--- src/rtl/debug_pkg.sv ---
`default_nettype none
// ---------------------------------------------------------------------------
// debug_pkg : shared constants and AR FSM encoding for the hart fan-out stage
// rev 1.0
// ---------------------------------------------------------------------------
package debug_pkg;

   localparam int DATA_W = 32;
   localparam int ADDR_W = 16;

   localparam logic [1:0] ERR_OK        = 2'd0;
   localparam logic [1:0] ERR_NOTHALTED = 2'd1;
   localparam logic [1:0] ERR_NONEXIST  = 2'd2;
   localparam logic [1:0] ERR_TIMEOUT   = 2'd3;

   typedef enum logic [1:0] {
      ST_IDLE  = 2'd0,
      ST_CHECK = 2'd1,
      ST_WAIT  = 2'd2,
      ST_DONE  = 2'd3
   } ar_state_t;

endpackage
`default_nettype wire

--- src/rtl/debug_resume_track.sv ---
`default_nettype none
// ---------------------------------------------------------------------------
// debug_resume_track : one hart's pending-resume and sticky resume-ack flags
// rev 1.0
// ---------------------------------------------------------------------------
module debug_resume_track
   import debug_pkg::*;
(
   input  logic clk,
   input  logic rst_n,
   input  logic set_req,
   input  logic ack_in,
   input  logic clear,
   output logic pend,
   output logic ack
);

   // Hart reset wins over a new resume, which wins over a completing one.
   always_ff @(posedge clk or negedge rst_n) begin
      if (!rst_n) begin
         pend <= 1'b0;
         ack  <= 1'b0;
      end else if (clear) begin
         pend <= 1'b0;
         ack  <= 1'b0;
      end else if (set_req) begin
         pend <= 1'b1;
         ack  <= 1'b0;
      end else if (ack_in && pend) begin
         pend <= 1'b0;
         ack  <= 1'b1;
      end
   end

endmodule
`default_nettype wire

--- src/rtl/debug_hart_mux.sv ---
`default_nettype none
// ---------------------------------------------------------------------------
// debug_hart_mux : fans the debug control/status and AR path out to NUM_HARTS
// rev 1.0
// ---------------------------------------------------------------------------
module debug_hart_mux
   import debug_pkg::*;
#(
   parameter int NUM_HARTS  = 4,
   parameter int HSW        = 4,
   parameter int AR_TIMEOUT = 255
) (
   input  logic                          CLK,
   input  logic                          RST_N,
   input  logic [HSW-1:0]                HARTSEL,
   input  logic                          HALTREQ_I,
   input  logic                          RESUMEREQ_I,
   input  logic                          HARTRESET_I,
   output logic                          HALTED_O,
   output logic                          RUNNING_O,
   output logic                          RESUMEACK_O,
   output logic                          NONEXIST_O,
   output logic                          ANYHALTED_O,
   output logic                          ALLHALTED_O,
   input  logic                          AR_REQ,
   input  logic                          AR_WR,
   input  logic [ADDR_W-1:0]             AR_AD,
   input  logic [DATA_W-1:0]             AR_WDATA,
   output logic                          AR_BUSY,
   output logic                          AR_DONE,
   output logic [DATA_W-1:0]             AR_RDATA,
   output logic [1:0]                    AR_ERR,
   output logic [NUM_HARTS-1:0]          HALTREQ_O,
   output logic [NUM_HARTS-1:0]          RESUMEREQ_O,
   output logic [NUM_HARTS-1:0]          HARTRESET_O,
   input  logic [NUM_HARTS-1:0]          HALTED_I,
   input  logic [NUM_HARTS-1:0]          RUNNING_I,
   input  logic [NUM_HARTS-1:0]          RESUMEACK_I,
   output logic [NUM_HARTS-1:0]          HART_AR_EN,
   output logic                          HART_AR_WR,
   output logic [ADDR_W-1:0]             HART_AR_AD,
   output logic [DATA_W-1:0]             HART_AR_WDATA,
   input  logic [DATA_W*NUM_HARTS-1:0]   HART_AR_RDATA,
   input  logic [NUM_HARTS-1:0]          HART_AR_ACK
);

   logic [NUM_HARTS-1:0] sel_hit, ar_hit, pend, ack, halt_q, reset_q;
   logic                 resume_q, resume_rise;
   ar_state_t            state, state_d;
   logic [HSW-1:0]       ar_sel;
   logic                 ar_wr;
   logic [ADDR_W-1:0]    ar_ad;
   logic [DATA_W-1:0]    ar_wdata, rdata_q, hart_rdata;
   logic [15:0]          timer;
   logic [1:0]           err_q, err_d;
   logic                 hart_ack, hart_halted, ar_exist, load_req, capture;

   assign resume_rise = RESUMEREQ_I & ~resume_q;

   for (genvar h = 0; h < NUM_HARTS; h++) begin : g_hart
      assign sel_hit[h] = (HARTSEL == HSW'(h));
      assign ar_hit[h]  = (ar_sel == HSW'(h));

      debug_resume_track u_track (
         .clk     (CLK),
         .rst_n   (RST_N),
         .set_req (resume_rise & sel_hit[h] & ~HALTREQ_I),
         .ack_in  (RESUMEACK_I[h]),
         .clear   (HARTRESET_I & sel_hit[h]),
         .pend    (pend[h]),
         .ack     (ack[h])
      );
   end

   always_ff @(posedge CLK or negedge RST_N) begin
      if (!RST_N) begin
         halt_q   <= '0;
         reset_q  <= '0;
         resume_q <= 1'b0;
      end else begin
         halt_q   <= HALTREQ_I   ? sel_hit : '0;
         reset_q  <= HARTRESET_I ? sel_hit : '0;
         resume_q <= RESUMEREQ_I;
      end
   end

   // A nonexistent HARTSEL matches no hart, so every status mux reads 0.
   assign HALTED_O    = |(HALTED_I & sel_hit);
   assign RUNNING_O   = |(RUNNING_I & sel_hit);
   assign RESUMEACK_O = |(ack & sel_hit);
   assign NONEXIST_O  = ~|sel_hit;
   assign ANYHALTED_O = |HALTED_I;
   assign ALLHALTED_O = &HALTED_I;
   assign HALTREQ_O   = halt_q;
   assign HARTRESET_O = reset_q;
   assign RESUMEREQ_O = pend;

   assign ar_exist    = |ar_hit;
   assign hart_halted = |(HALTED_I & ar_hit);
   assign hart_ack    = |(HART_AR_ACK & ar_hit);

   always_comb begin
      hart_rdata = '0;
      for (int h = 0; h < NUM_HARTS; h++)
         if (ar_hit[h]) hart_rdata = HART_AR_RDATA[h*DATA_W +: DATA_W];
   end

   always_comb begin
      state_d  = state;
      err_d    = err_q;
      load_req = 1'b0;
      capture  = 1'b0;
      case (state)
         ST_IDLE: begin
            if (AR_REQ) begin
               state_d  = ST_CHECK;
               load_req = 1'b1;
            end
         end
         ST_CHECK: begin
            if (!ar_exist) begin
               state_d = ST_DONE;
               err_d   = ERR_NONEXIST;
            end else if (!hart_halted) begin
               state_d = ST_DONE;
               err_d   = ERR_NOTHALTED;
            end else begin
               state_d = ST_WAIT;
            end
         end
         ST_WAIT: begin
            // Ack is tested before expiry so a last-cycle ack still succeeds.
            if (hart_ack) begin
               state_d = ST_DONE;
               err_d   = ERR_OK;
               capture = ~ar_wr;
            end else if (timer == 16'd1) begin
               state_d = ST_DONE;
               err_d   = ERR_TIMEOUT;
            end
         end
         ST_DONE:  state_d = ST_IDLE;
         default:  state_d = ST_IDLE;
      endcase
   end

   always_ff @(posedge CLK or negedge RST_N) begin
      if (!RST_N) state <= ST_IDLE;
      else        state <= state_d;
   end

   always_ff @(posedge CLK or negedge RST_N) begin
      if (!RST_N) begin
         ar_sel   <= '0;
         ar_wr    <= 1'b0;
         ar_ad    <= '0;
         ar_wdata <= '0;
         timer    <= '0;
         err_q    <= ERR_OK;
         rdata_q  <= '0;
      end else begin
         if (load_req) begin
            ar_sel   <= HARTSEL;
            ar_wr    <= AR_WR;
            ar_ad    <= AR_AD;
            ar_wdata <= AR_WDATA;
         end
         if (state == ST_CHECK)     timer <= 16'(AR_TIMEOUT);
         else if (state == ST_WAIT) timer <= timer - 16'd1;
         err_q <= err_d;
         if (capture) rdata_q <= hart_rdata;
      end
   end

   assign AR_BUSY       = (state == ST_CHECK) || (state == ST_WAIT);
   assign AR_DONE       = (state == ST_DONE);
   assign AR_ERR        = err_q;
   assign AR_RDATA      = rdata_q;
   assign HART_AR_EN    = (state == ST_WAIT) ? ar_hit : '0;
   assign HART_AR_WR    = ar_wr;
   assign HART_AR_AD    = ar_ad;
   assign HART_AR_WDATA = ar_wdata;

endmodule
`default_nettype wire

--- config.mk ---
export PLATFORM = sky130hd
export DESIGN_NAME = debug_hart_mux
export DESIGN_NICKNAME = d
export VERILOG_FILES = /design/src/rtl/debug_pkg.sv /design/src/rtl/debug_resume_track.sv /design/src/rtl/debug_hart_mux.sv
export SDC_FILE = /design/constraint.sdc
export NUM_CORES = 1
export LEC_CHECK = 0
export BUFFER_PORTS_ARGS = -buffer_cell sky130_fd_sc_hd__buf_2
export CAP_MARGIN = 0
export CORE_AREA = 2 2 122 124
export CTS_BUF_LIST = sky130_fd_sc_hd__clkbuf_16
export CTS_CLUSTER_DIAMETER = 80
export DETAILED_ROUTE_END_ITERATION = 16
export DIE_AREA = 0 0 124 126
export MAX_ROUTING_LAYER = met4
export PLACE_DENSITY = 0.74
export REMOVE_ABC_BUFFERS = 1
export SYNTH_ARGS = -nofsm -noshare
export SYNTH_HDL_FRONTEND = slang
export SYNTH_SLANG_ARGS = --single-unit
--- constraint.sdc ---
create_clock -name CLK -period 4.63 [get_ports CLK]
set_input_delay 1.389 -clock CLK [delete_from_list [all_inputs] [get_ports CLK]]
set_output_delay 1.389 -clock CLK [all_outputs]
set_load 0.005 [all_outputs]
==> flow_summary_export.csv, run 1 <==
group,metric,value,unit
global_routing,grt_max_degree,65,
clock_tree,cts_hold_buf,0,
synth,synth-xor-area-share,0.706,%
critical_path,critPathLaunchType,"input port",
clock_tree,numCtsBuffers,17,
floorplan,design.core.area,0.0143,mm^2
hold_path,min_from,"HART_AR_WDATA[16]$_DFFE_PN0P_",
critical_path,endpoint_kind,"primary output",
floorplan,die_h,126,um
synth,syn_inst,497,
critical_path,cp_num_cells,4,
global_routing,grt_pass1_wl,26.8,mm
sta,finalCriticalPeriod,3.79,ns
critical_path,crit_chain,"buf_2 -> mux4_2 -> and2_1 -> buf_2",
final_layout,area_growth,38.0,%
critical_path,crit_buf_inv,2,
synth,synth_ff_type,"dfrtp_1",
global_routing,grt_pass1_vias,5168,
sta,clock_skew,0.00663,ns
pwr,p_leak,4.47,nW
clock_tree,tritoncts,"done",
critical_path,path_common_cell,"buf_2",
sta,max_clock_freq,264,MHz
pwr,totalPowerFinal,5.43,mW
sta,post-route-period-util,81.8,%
drt,ant_nets,0,
critical_path,cp_data_required_time,3.24,ns
clock_tree,cts_resized,0,
synth,synth_top_family_by_area,"multiplexers",
synth,synth_edf_count,0,
final_layout,drive_gt1_share,55.0,%
synth,yosysUniqueCellTypes,46,
placed_design,gp_congestion,0.821,
hold_path,hold_end,"HART_AR_WDATA[16]$_DFFE_PN0P_",
synth,yosysWarnings,0,
synth,avgSynthCellArea,12.5,um^2
clock_tree,clock_latency,0.41,ns
clock_tree,htreeDepth,4,
synth,synth_fa_ha_area_share,1.41,%
floorplan,dieArea,0.0156,mm^2
critical_path,worstSetupPathType,"input port to primary output",
global_routing,antenna_found_initial,1,
drt,viasPerCell,5.05,
drt,wl_per_cell,18.1,um
hold_path,worstHoldPathType,"flip-flop to flip-flop",
drt,dr.pass1.iters,5,
sta,rsz0062_at_grt,"false",
drt,vias,5045,
clock_tree,clock-sinks,122,
critical_path,slowest_delay,0.52,ns
run_status,status,"finished clean",
drt,wirelength,18.1,mm
critical_path,rr_worst_depth,6,
synth,synthArstFlopShare,100,%
critical_path,r2r-end,"AR_RDATA[5]$_DFFE_PN0P_",
synth,syn_area,0.00620,mm^2
floorplan,die_x,124,um
final_layout,layout_common_cells,"buf_2, dfrtp_1, mux2_2",
clock_tree,cts-root-buf,"clkbuf_16",
clock_tree,cts_setup_buffers,0,
critical_path,critPathArrivalTime,2.40,ns
final_layout,nNetsFinal,1012,
global_routing,grt_overflow_total,0,
placed_design,port_buffers,309,
final_layout,final_area,0.00856,mm^2
synth,synth_seq_cells,122,
synth,ys_seq_area_share,49.2,%
synth,synth_mux_area_share,29.0,%
clock_tree,path_clk_slew,0.05,ns
drt,drt_iter0_drc,291,
global_routing,grt_usage,23.9,%
critical_path,ff2ff_setup_slack,2.12,ns
critical_path,path_delay_family,"multiplexers",
sta,setup_violations,0,
final_layout,final_common_cell,"buf_2",
hold_path,hold_depth,1,
final_layout,fillers,1166,
sta,worstMarginPinSlew,0.834,ns
synth,synth-simple-area-share,11.0,%
sta,tns,0,ns
flow_run,max_cap_violations,0,
floorplan,floorplan.rows,44,
placed_design,post-dp-hpwl,13.5,mm
placed_design,place_area,0.00790,mm^2
critical_path,cp_max_fo,8,
floorplan,ios,310,
sta,drv_slew,0,
sta,hold_violations,0,
sta,timing.hold.ws,0.497,ns
sta,slew_headroom,44.4,%
drt,drc,0,
critical_path,crit_path_top_delay_cell,"mux4_2",
clock_tree,max-clock-path-buffers,2,
critical_path,reg2reg_from,"ar_sel[0]$_DFFE_PN0P_",
floorplan,start_util,43.3,%
pwr,vdd_ir_drop_max,542,uV
pwr,power_per_cell_area,635,mW/mm^2
synth,synth_compound_area_share,3.73,%
[cells by family after synthesis]
family | after synthesis
fa+ha+maj | 7
buf+inv | 70
simple gates | 127
compound gates | 37
flops | 122
xor+xnor | 5
mux | 129
[worst register-to-register path, stage by stage, from the launching register on]
cell and delay, ns:
dfrtp_2 0.43, buf_4 0.61, mux2i_1 0.39, o22ai_1 0.14, nand3b_1 0.09, buf_4 0.47
mux2i_1 0.30
[stage by stage]
step	util, %	cells	worst slack [ns]
after floorplan	-	468	1.06
after global placement	55.2	967	0.852
after detailed placement	55.2	967	0.845
after CTS	59.8	999	0.844
after global routing	59.8	1000	0.804
final	59.8	1000	0.843
[cells in the mapped netlist, types with 3 or more instances]
master	n	share of area (%)
a21oi_1	22	1.8
and2_1	12	1.2
buf_2	4	0.32
buf_4	8	0.97
clkbuf_1	15	0.91
dfrtp_1	122	49
ha_1	7	1.4
inv_1	41	2.5
mux2_2	56	10
mux2i_1	38	6.1
mux4_2	35	13
nand2_1	42	2.5
nand3_1	3	0.24
nand4_1	4	0.40
nor2_1	23	1.4
nor2b_1	7	0.71
nor3_1	8	0.65
nor3b_1	5	0.61
o31ai_1	3	0.36
or4_1	4	0.48
xor2_1	4	0.56
[registers in the layout (all words and copies together), names as in the netlist]
name,cells
HART_AR_WDATA,32
HARTRESET_O,4
timer,16
AR_ERR,2
g_hart.u_track.ack,4
AR_RDATA,32
g_hart.u_track.pend,4
ar_sel,4
HART_AR_AD,16
state,2
HALTREQ_O,4
resume_q,1
HART_AR_WR,1
[where the power goes]
part | switching, mW | internal (mW) | total, mW
sequential | 0.284 | 1.51 | 1.79
clock | 0.481 | 1.00 | 1.48
combinational | 1.05 | 1.11 | 2.16
[cell type report]
class | instances | area, um^2 | share of cell area (%)
Sequential cell | 122 | 3060 | 35.7
Antenna cell | 1 | 2.50 | 0.0292
Inverter | 41 | 154 | 1.80
Tap cell | 184 | 230 | 2.69
Multi-Input combinational cell | 305 | 2850 | 33.3
Clock buffer | 17 | 425 | 4.97
Clock inverter | 15 | 230 | 2.69
Timing Repair Buffer | 315 | 1610 | 18.8
[worst max-delay path by stage]
stage                                      from                      end
after CTS                            HARTSEL[0]                RUNNING_O
after global placement               HARTSEL[0]                RUNNING_O
after global routing                 HARTSEL[0]                RUNNING_O
final                                HARTSEL[0]                RUNNING_O
after floorplan           ar_sel[0]$_DFFE_PN0P_  AR_RDATA[0]$_DFFE_PN0P_
after detailed placement             HARTSEL[0]                RUNNING_O
[layer usage]
layer	track usage [%]	part of all wire (%)	vias up	routed length (um)
met5	-	0	-	0
met3	5.98	6.4	27	1150
met4	8.39	2.1	0	387
met1	28.1	40	2460	7270
li1	-	-	2372	-
met2	39.7	51	186	9280
No activity file was read; power rests on OpenSTA's default activity.
==> run 2, diff against run 1 <==
Settings changed: ABC_AREA set to 1, CORE_AREA 2 2 122 124 to 2 2 121 123, DIE_AREA 0 0 124 126 to 0 0 123 125, PLACE_DENSITY 0.74 to 0.73.
Clock period 4.63 ns to 3.6 ns, I/O delays scaled along.
==> flow_summary_export.csv, run 2 <==
group,metric,value,unit
run_status,status,"finished clean",
drt,drc,0,
clock_tree,clock-sinks,122,
global_routing,grt_max_degree,62,
drt,vias,5821,
sta,post-route-period-util,92.1,%
global_routing,grt_pass1_wl,28.0,mm
placed_design,gp_congestion,0.921,
clock_tree,numCtsBuffers,17,
clock_tree,htreeDepth,4,
placed_design,post-dp-hpwl,13.1,mm
global_routing,grt_usage,24.2,%
drt,drt_iter0_drc,302,
critical_path,critPathLaunchType,"input port",
clock_tree,clock_latency,0.41,ns
critical_path,endpoint_kind,"primary output",
final_layout,area_growth,39.8,%
clock_tree,cts_hold_buf,0,
drt,viasPerCell,4.81,
pwr,p_sw,2.18,mW
synth,avgSynthCellArea,8.42,um^2
final_layout,drive_gt1_share,39.4,%
critical_path,cp-startpoint,"HARTSEL[2]",
synth,synth_seq_cells,122,
synth,yosysUniqueCellTypes,22,
floorplan,design.core.area,0.0142,mm^2
floorplan,start_util,41.8,%
pwr,switching_share,34.6,%
sta,setup_violations,0,
hold_path,min_from,"AR_RDATA[23]$_DFFE_PN0P_",
drt,dr.pass1.iters,5,
final_layout,final_cells,1211,
floorplan,ios,310,
placed_design,place_inst,1179,
pwr,comb_power_share,36.2,%
sta,hold_violations,0,
sta,drv_slew,0,
critical_path,cp_max_fo,4,
critical_path,worstSetupPathType,"input port to primary output",
final_layout,final_common_cell,"buf_2",
synth,yosysWarnings,0,
final_layout,fillers,1313,
synth,ys_top_cells_by_count,"nand2_1, dfrtp_1, mux2_2, nor2_1, inv_1",
sta,finalCriticalPeriod,3.31,ns
final_layout,nNetsFinal,1224,
sta,max_clock_freq,302,MHz
pwr,p_leak,4.53,nW
sta,setup_slack,0.286,ns
placed_design,port_buffers,309,
critical_path,critPathArrivalTime,2.23,ns
clock_tree,cts-root-buf,"clkbuf_16",
clock_tree,max-clock-path-buffers,2,
sta,rsz0062_at_grt,"false",
pwr,p_int,4.12,mW
synth,syn_inst,706,
flow_run,max_cap_violations,0,
sta,worstMarginPinSlew,1.06,ns
synth,ys_seq_area_share,51.4,%
pwr,vdd_ir_drop_max,349,uV
global_routing,grt_overflow_total,0,
synth,synthArstFlopShare,100,%
drt,wirelength,17.2,mm
floorplan,floorplan.rows,44,
critical_path,reg2reg_from,"ar_sel[0]$_DFFE_PN0P_",
floorplan,dieArea,0.0154,mm^2
final_layout,antenna_cells,0,
final_layout,layout_common_cells,"buf_2, nand2_1, dfrtp_1",
synth,synthTopCellsByArea,"dfrtp_1, nand2_1, mux2_2, nand4_1, nor2_1",
clock_tree,path_clk_slew,0.05,ns
sta,timing.hold.ws,0.464,ns
final_layout,multi_input_area,0.00259,mm^2
placed_design,place_area,0.00768,mm^2
synth,synth_ff_type,"dfrtp_1",
sta,clock_skew,0.00689,ns
clock_tree,tritoncts,"done",
synth,synth_top_area_cell,"dfrtp_1",
synth,yosys.cell_count.top_type,"nand2_1",
synth,synth_edf_count,0,
drt,ant_nets,0,
clock_tree,cts_resized,0,
floorplan,die_h,125,um
sta,slew_headroom,29.0,%
sta,tns,0,ns
synth,synth_top_area_share,51.4,%
pwr,power_per_cell_area,758,mW/mm^2
hold_path,hold_depth,2,
final_layout,final_area,0.00830,mm^2
pwr,seq_power_share,35.4,%
hold_path,worstHoldPathType,"flip-flop to flip-flop",
global_routing,antenna_found_initial,0,
synth,syn_area,0.00594,mm^2
clock_tree,cts_setup_buffers,0,
pwr,p_clk_share,28.5,%
placed_design,pre_cts_ws,0.297,ns
final_layout,regArea,0.00305,mm^2
global_routing,grt_pass1_vias,5863,
critical_path,rr_worst_depth,10,
critical_path,cp_data_required_time,2.52,ns
drt,wl_per_cell,14.2,um
floorplan,die_x,123,um
[run 2: worst max-delay path: stages]
cell     delay (ns)
buf_2          0.12
nor2_1         0.26
inv_1          0.09
nor3_1         0.25
inv_1          0.14
o21ai_0        0.16
buf_2          0.13
[run 2: final cells by class]
class | count | share of cell area [%]
inverters | 47 | 2.12
repair buffers | 317 | 19.7
clock buffers | 17 | 5.12
multi-input cells | 509 | 31.2
well taps | 184 | 2.77
clock inverters | 15 | 2.38
flip-flops and latches | 122 | 36.8
[run 2: cells by family (layout without fill, tap and decap cells)]
| kind of cell | Yosys count | count (layout) | synth area share, % |
|---|---|---|---|
| AND/OR/NAND/NOR | 417 | 417 | 29.2 |
| buffers and inverters | 75 | 396 | 5.26 |
| flip-flops | 122 | 122 | 51.4 |
| multiplexers | 51 | 51 | 9.67 |
| adder cells (fa/ha/maj) | 7 | 7 | 1.47 |
| AO/OA/AOI/OAI | 34 | 34 | 2.97 |
[run 2: per-stage QoR]
step | utilization [%] | power, mW
global route | 58.5 | 6.75
global placement | 54.1 | 4.48
finish | 58.5 | 6.30
floorplan | - | 3.47
CTS | 58.5 | 6.36
detailed placement | 54.1 | 4.54
[run 2: power by group through the flow]
stage	sequential, mW	combinational [mW]	clock [mW]
2_1_floorplan	2.25	1.22	0
4_1_cts	2.23	2.31	1.82
3_5_place_dp	2.23	2.30	0
6_report	2.23	2.28	1.79
3_3_place_gp	2.22	2.27	0
5_1_grt	2.30	2.56	1.89
[run 2: path summary, 6_finish.rpt]
kind                                                  to  slack [ns]
hold reg to reg                 AR_RDATA[23]$_DFFE_PN0P_        0.46
setup / recovery                                HALTED_O        0.29
hold / removal                  AR_RDATA[23]$_DFFE_PN0P_        0.46
min in group asynchronous  HART_AR_WDATA[10]$_DFFE_PN0P_        0.58
max in group asynchronous       AR_RDATA[28]$_DFFE_PN0P_        2.25
setup reg to reg                 AR_RDATA[9]$_DFFE_PN0P_        1.44
[run 2: layer usage]
metal,vias to the layer above,GRT usage (%),wire (um)
li1,2904,-,-
met1,2649,27.2,6820
met2,218,40.6,8760
met3,50,5.70,1060
met4,0,10.7,599
met5,-,-,0
==> run 3, diff against run 2 <==
Settings changed: CORE_AREA 2 2 121 123 to unset, CORE_MARGIN set to 4, CORE_UTILIZATION set to 46, DIE_AREA 0 0 123 125 to unset, PLACE_DENSITY 0.73 to 0.78.
==> flow_summary_export.csv, run 3 (synthesis results as in run 2) <==
group,metric,value,unit
run_status,status,"finished clean",
sta,finalCriticalPeriod,3.33,ns
floorplan,die_x,122,um
critical_path,ff2ff_setup_slack,1.43,ns
sta,worstMarginPinSlew,0.745,ns
drt,ant_nets,0,
critical_path,worstSetupPathType,"input port to primary output",
critical_path,endpoint_kind,"primary output",
hold_path,min_from,"AR_RDATA[22]$_DFFE_PN0P_",
placed_design,port_buffers,309,
drt,drt_iter0_drc,303,
critical_path,rr_worst_depth,10,
sta,clock_skew,0.0113,ns
clock_tree,clock-sinks,122,
global_routing,grt_max_degree,56,
critical_path,crit_buf_inv,4,
clock_tree,cts_setup_buffers,0,
sta,slew_headroom,50.2,%
placed_design,gp_congestion,0.936,
flow_run,max_cap_violations,0,
floorplan,ios,310,
sta,post-route-period-util,92.5,%
final_layout,final_common_cell,"buf_2",
drt,vias,5916,
sta,max_clock_freq,300,MHz
clock_tree,htreeDepth,4,
critical_path,critPathLaunchType,"input port",
final_layout,nNetsFinal,1225,
pwr,totalPowerFinal,6.35,mW
critical_path,cp_max_fo,4,
drt,drc,0,
clock_tree,numCtsBuffers,17,
clock_tree,cts-root-buf,"clkbuf_16",
sta,tns,0,ns
drt,viasPerCell,4.93,
placed_design,post-dp-hpwl,14.0,mm
clock_tree,clock_latency,0.41,ns
final_layout,drive_gt1_share,39.4,%
critical_path,reg2reg_from,"state[0]$_DFFE_PN0P_",
sta,drv_slew,0,
hold_path,hold_end,"AR_RDATA[22]$_DFFE_PN0P_",
global_routing,grt_usage,24.6,%
global_routing,grt_overflow_total,0,
critical_path,path_delay_family,"buffers and inverters",
critical_path,slowest_delay,0.26,ns
floorplan,dieArea,0.0148,mm^2
critical_path,cp_data_required_time,2.52,ns
floorplan,floorplan.rows,41,
clock_tree,cts_hold_buf,0,
floorplan,start_util,47.1,%
sta,rsz0062_at_grt,"false",
critical_path,r2r-end,"timer[14]$_DFFE_PN0P_",
global_routing,antenna_found_initial,1,
clock_tree,path_clk_slew,0.06,ns
floorplan,design.core.area,0.0126,mm^2
drt,wl_per_cell,14.9,um
final_layout,area_growth,39.9,%
final_layout,layout_common_cells,"buf_2, nand2_1, dfrtp_1",
clock_tree,cts_resized,0,
critical_path,critPathArrivalTime,2.25,ns
global_routing,grt_pass1_vias,5608,
pwr,vdd_ir_drop_max,366,uV
sta,setup_violations,0,
drt,dr.pass1.iters,5,
sta,hold_violations,0,
hold_path,hold_depth,2,
hold_path,worstHoldPathType,"flip-flop to flip-flop",
global_routing,grt_pass1_wl,27.8,mm
clock_tree,max-clock-path-buffers,2,
clock_tree,tritoncts,"done",
critical_path,crit_path_top_delay_cell,"nor3_1",
critical_path,crit_chain,"buf_2 -> nor2_1 -> inv_1 -> nor3_1 -> inv_1 -> o21ai_0 -> buf_2",
pwr,p_leak,4.54,nW
floorplan,die_h,122,um
drt,wirelength,17.9,mm
final_layout,fillers,1098,
pwr,power_per_cell_area,765,mW/mm^2
[run 3: power by group]
group	leakage, nW	internal [mW]	switching, mW	total, mW
Combinational	2.71	1.04	1.23	2.26
Sequential	1.52	1.92	0.323	2.24
Clock	0.308	1.23	0.622	1.85
[run 3: worst max-delay path by stage]
stage / startpoint / endpoint / slack (ns) / cells past startpoint
finish: HARTSEL[3] / HALTED_O / 0.27 / 7
global route: HARTSEL[3] / HALTED_O / 0.15 / 7
CTS: HARTSEL[3] / HALTED_O / 0.30 / 7
detailed placement: HARTSEL[3] / HALTED_O / 0.29 / 7
global placement: HARTSEL[3] / HALTED_O / 0.33 / 7
floorplan: HARTSEL[3] / HALTED_O / 0.66 / 5
[run 3: cell type report]
type	instances	area (um^2)	area share, %
diodes	1	2.50	0.0301
repair buffers	318	1630	19.6
inverters	47	176	2.12
well taps	172	215	2.59
clock inverters	15	221	2.66
multi-input cells	509	2590	31.1
clock buffers	17	425	5.12
flip-flops and latches	122	3050	36.7
[run 3: metrics by stage]
step / std cells / util, % / area (um^2) / hold slack [ns] / worst slack, ns
floorplan: 678 / - / 5810 / 0.457 / 0.656
global placement: 1168 / 60.7 / 7660 / 0.450 / 0.333
detailed placement: 1168 / 60.7 / 7660 / 0.453 / 0.293
CTS: 1200 / 65.8 / 8310 / 0.467 / 0.296
global route: 1201 / 65.9 / 8310 / 0.489 / 0.153
finish: 1201 / 65.9 / 8310 / 0.462 / 0.270
[run 3: tightest hold or removal path, stage by stage, from the launching register on]
cell and delay, ns:
dfrtp_1 0.33, nand2_1 0.05, nand2_1 0.04
[run 3: routing by layer]
layer	vias to the layer above	part of all wire [%]	global-route usage [%]
met3	33	6.5	4.50
met5	-	0	-
met4	0	2.1	8.89
met2	258	51	41.3
li1	2906	-	-
met1	2719	40	29.8
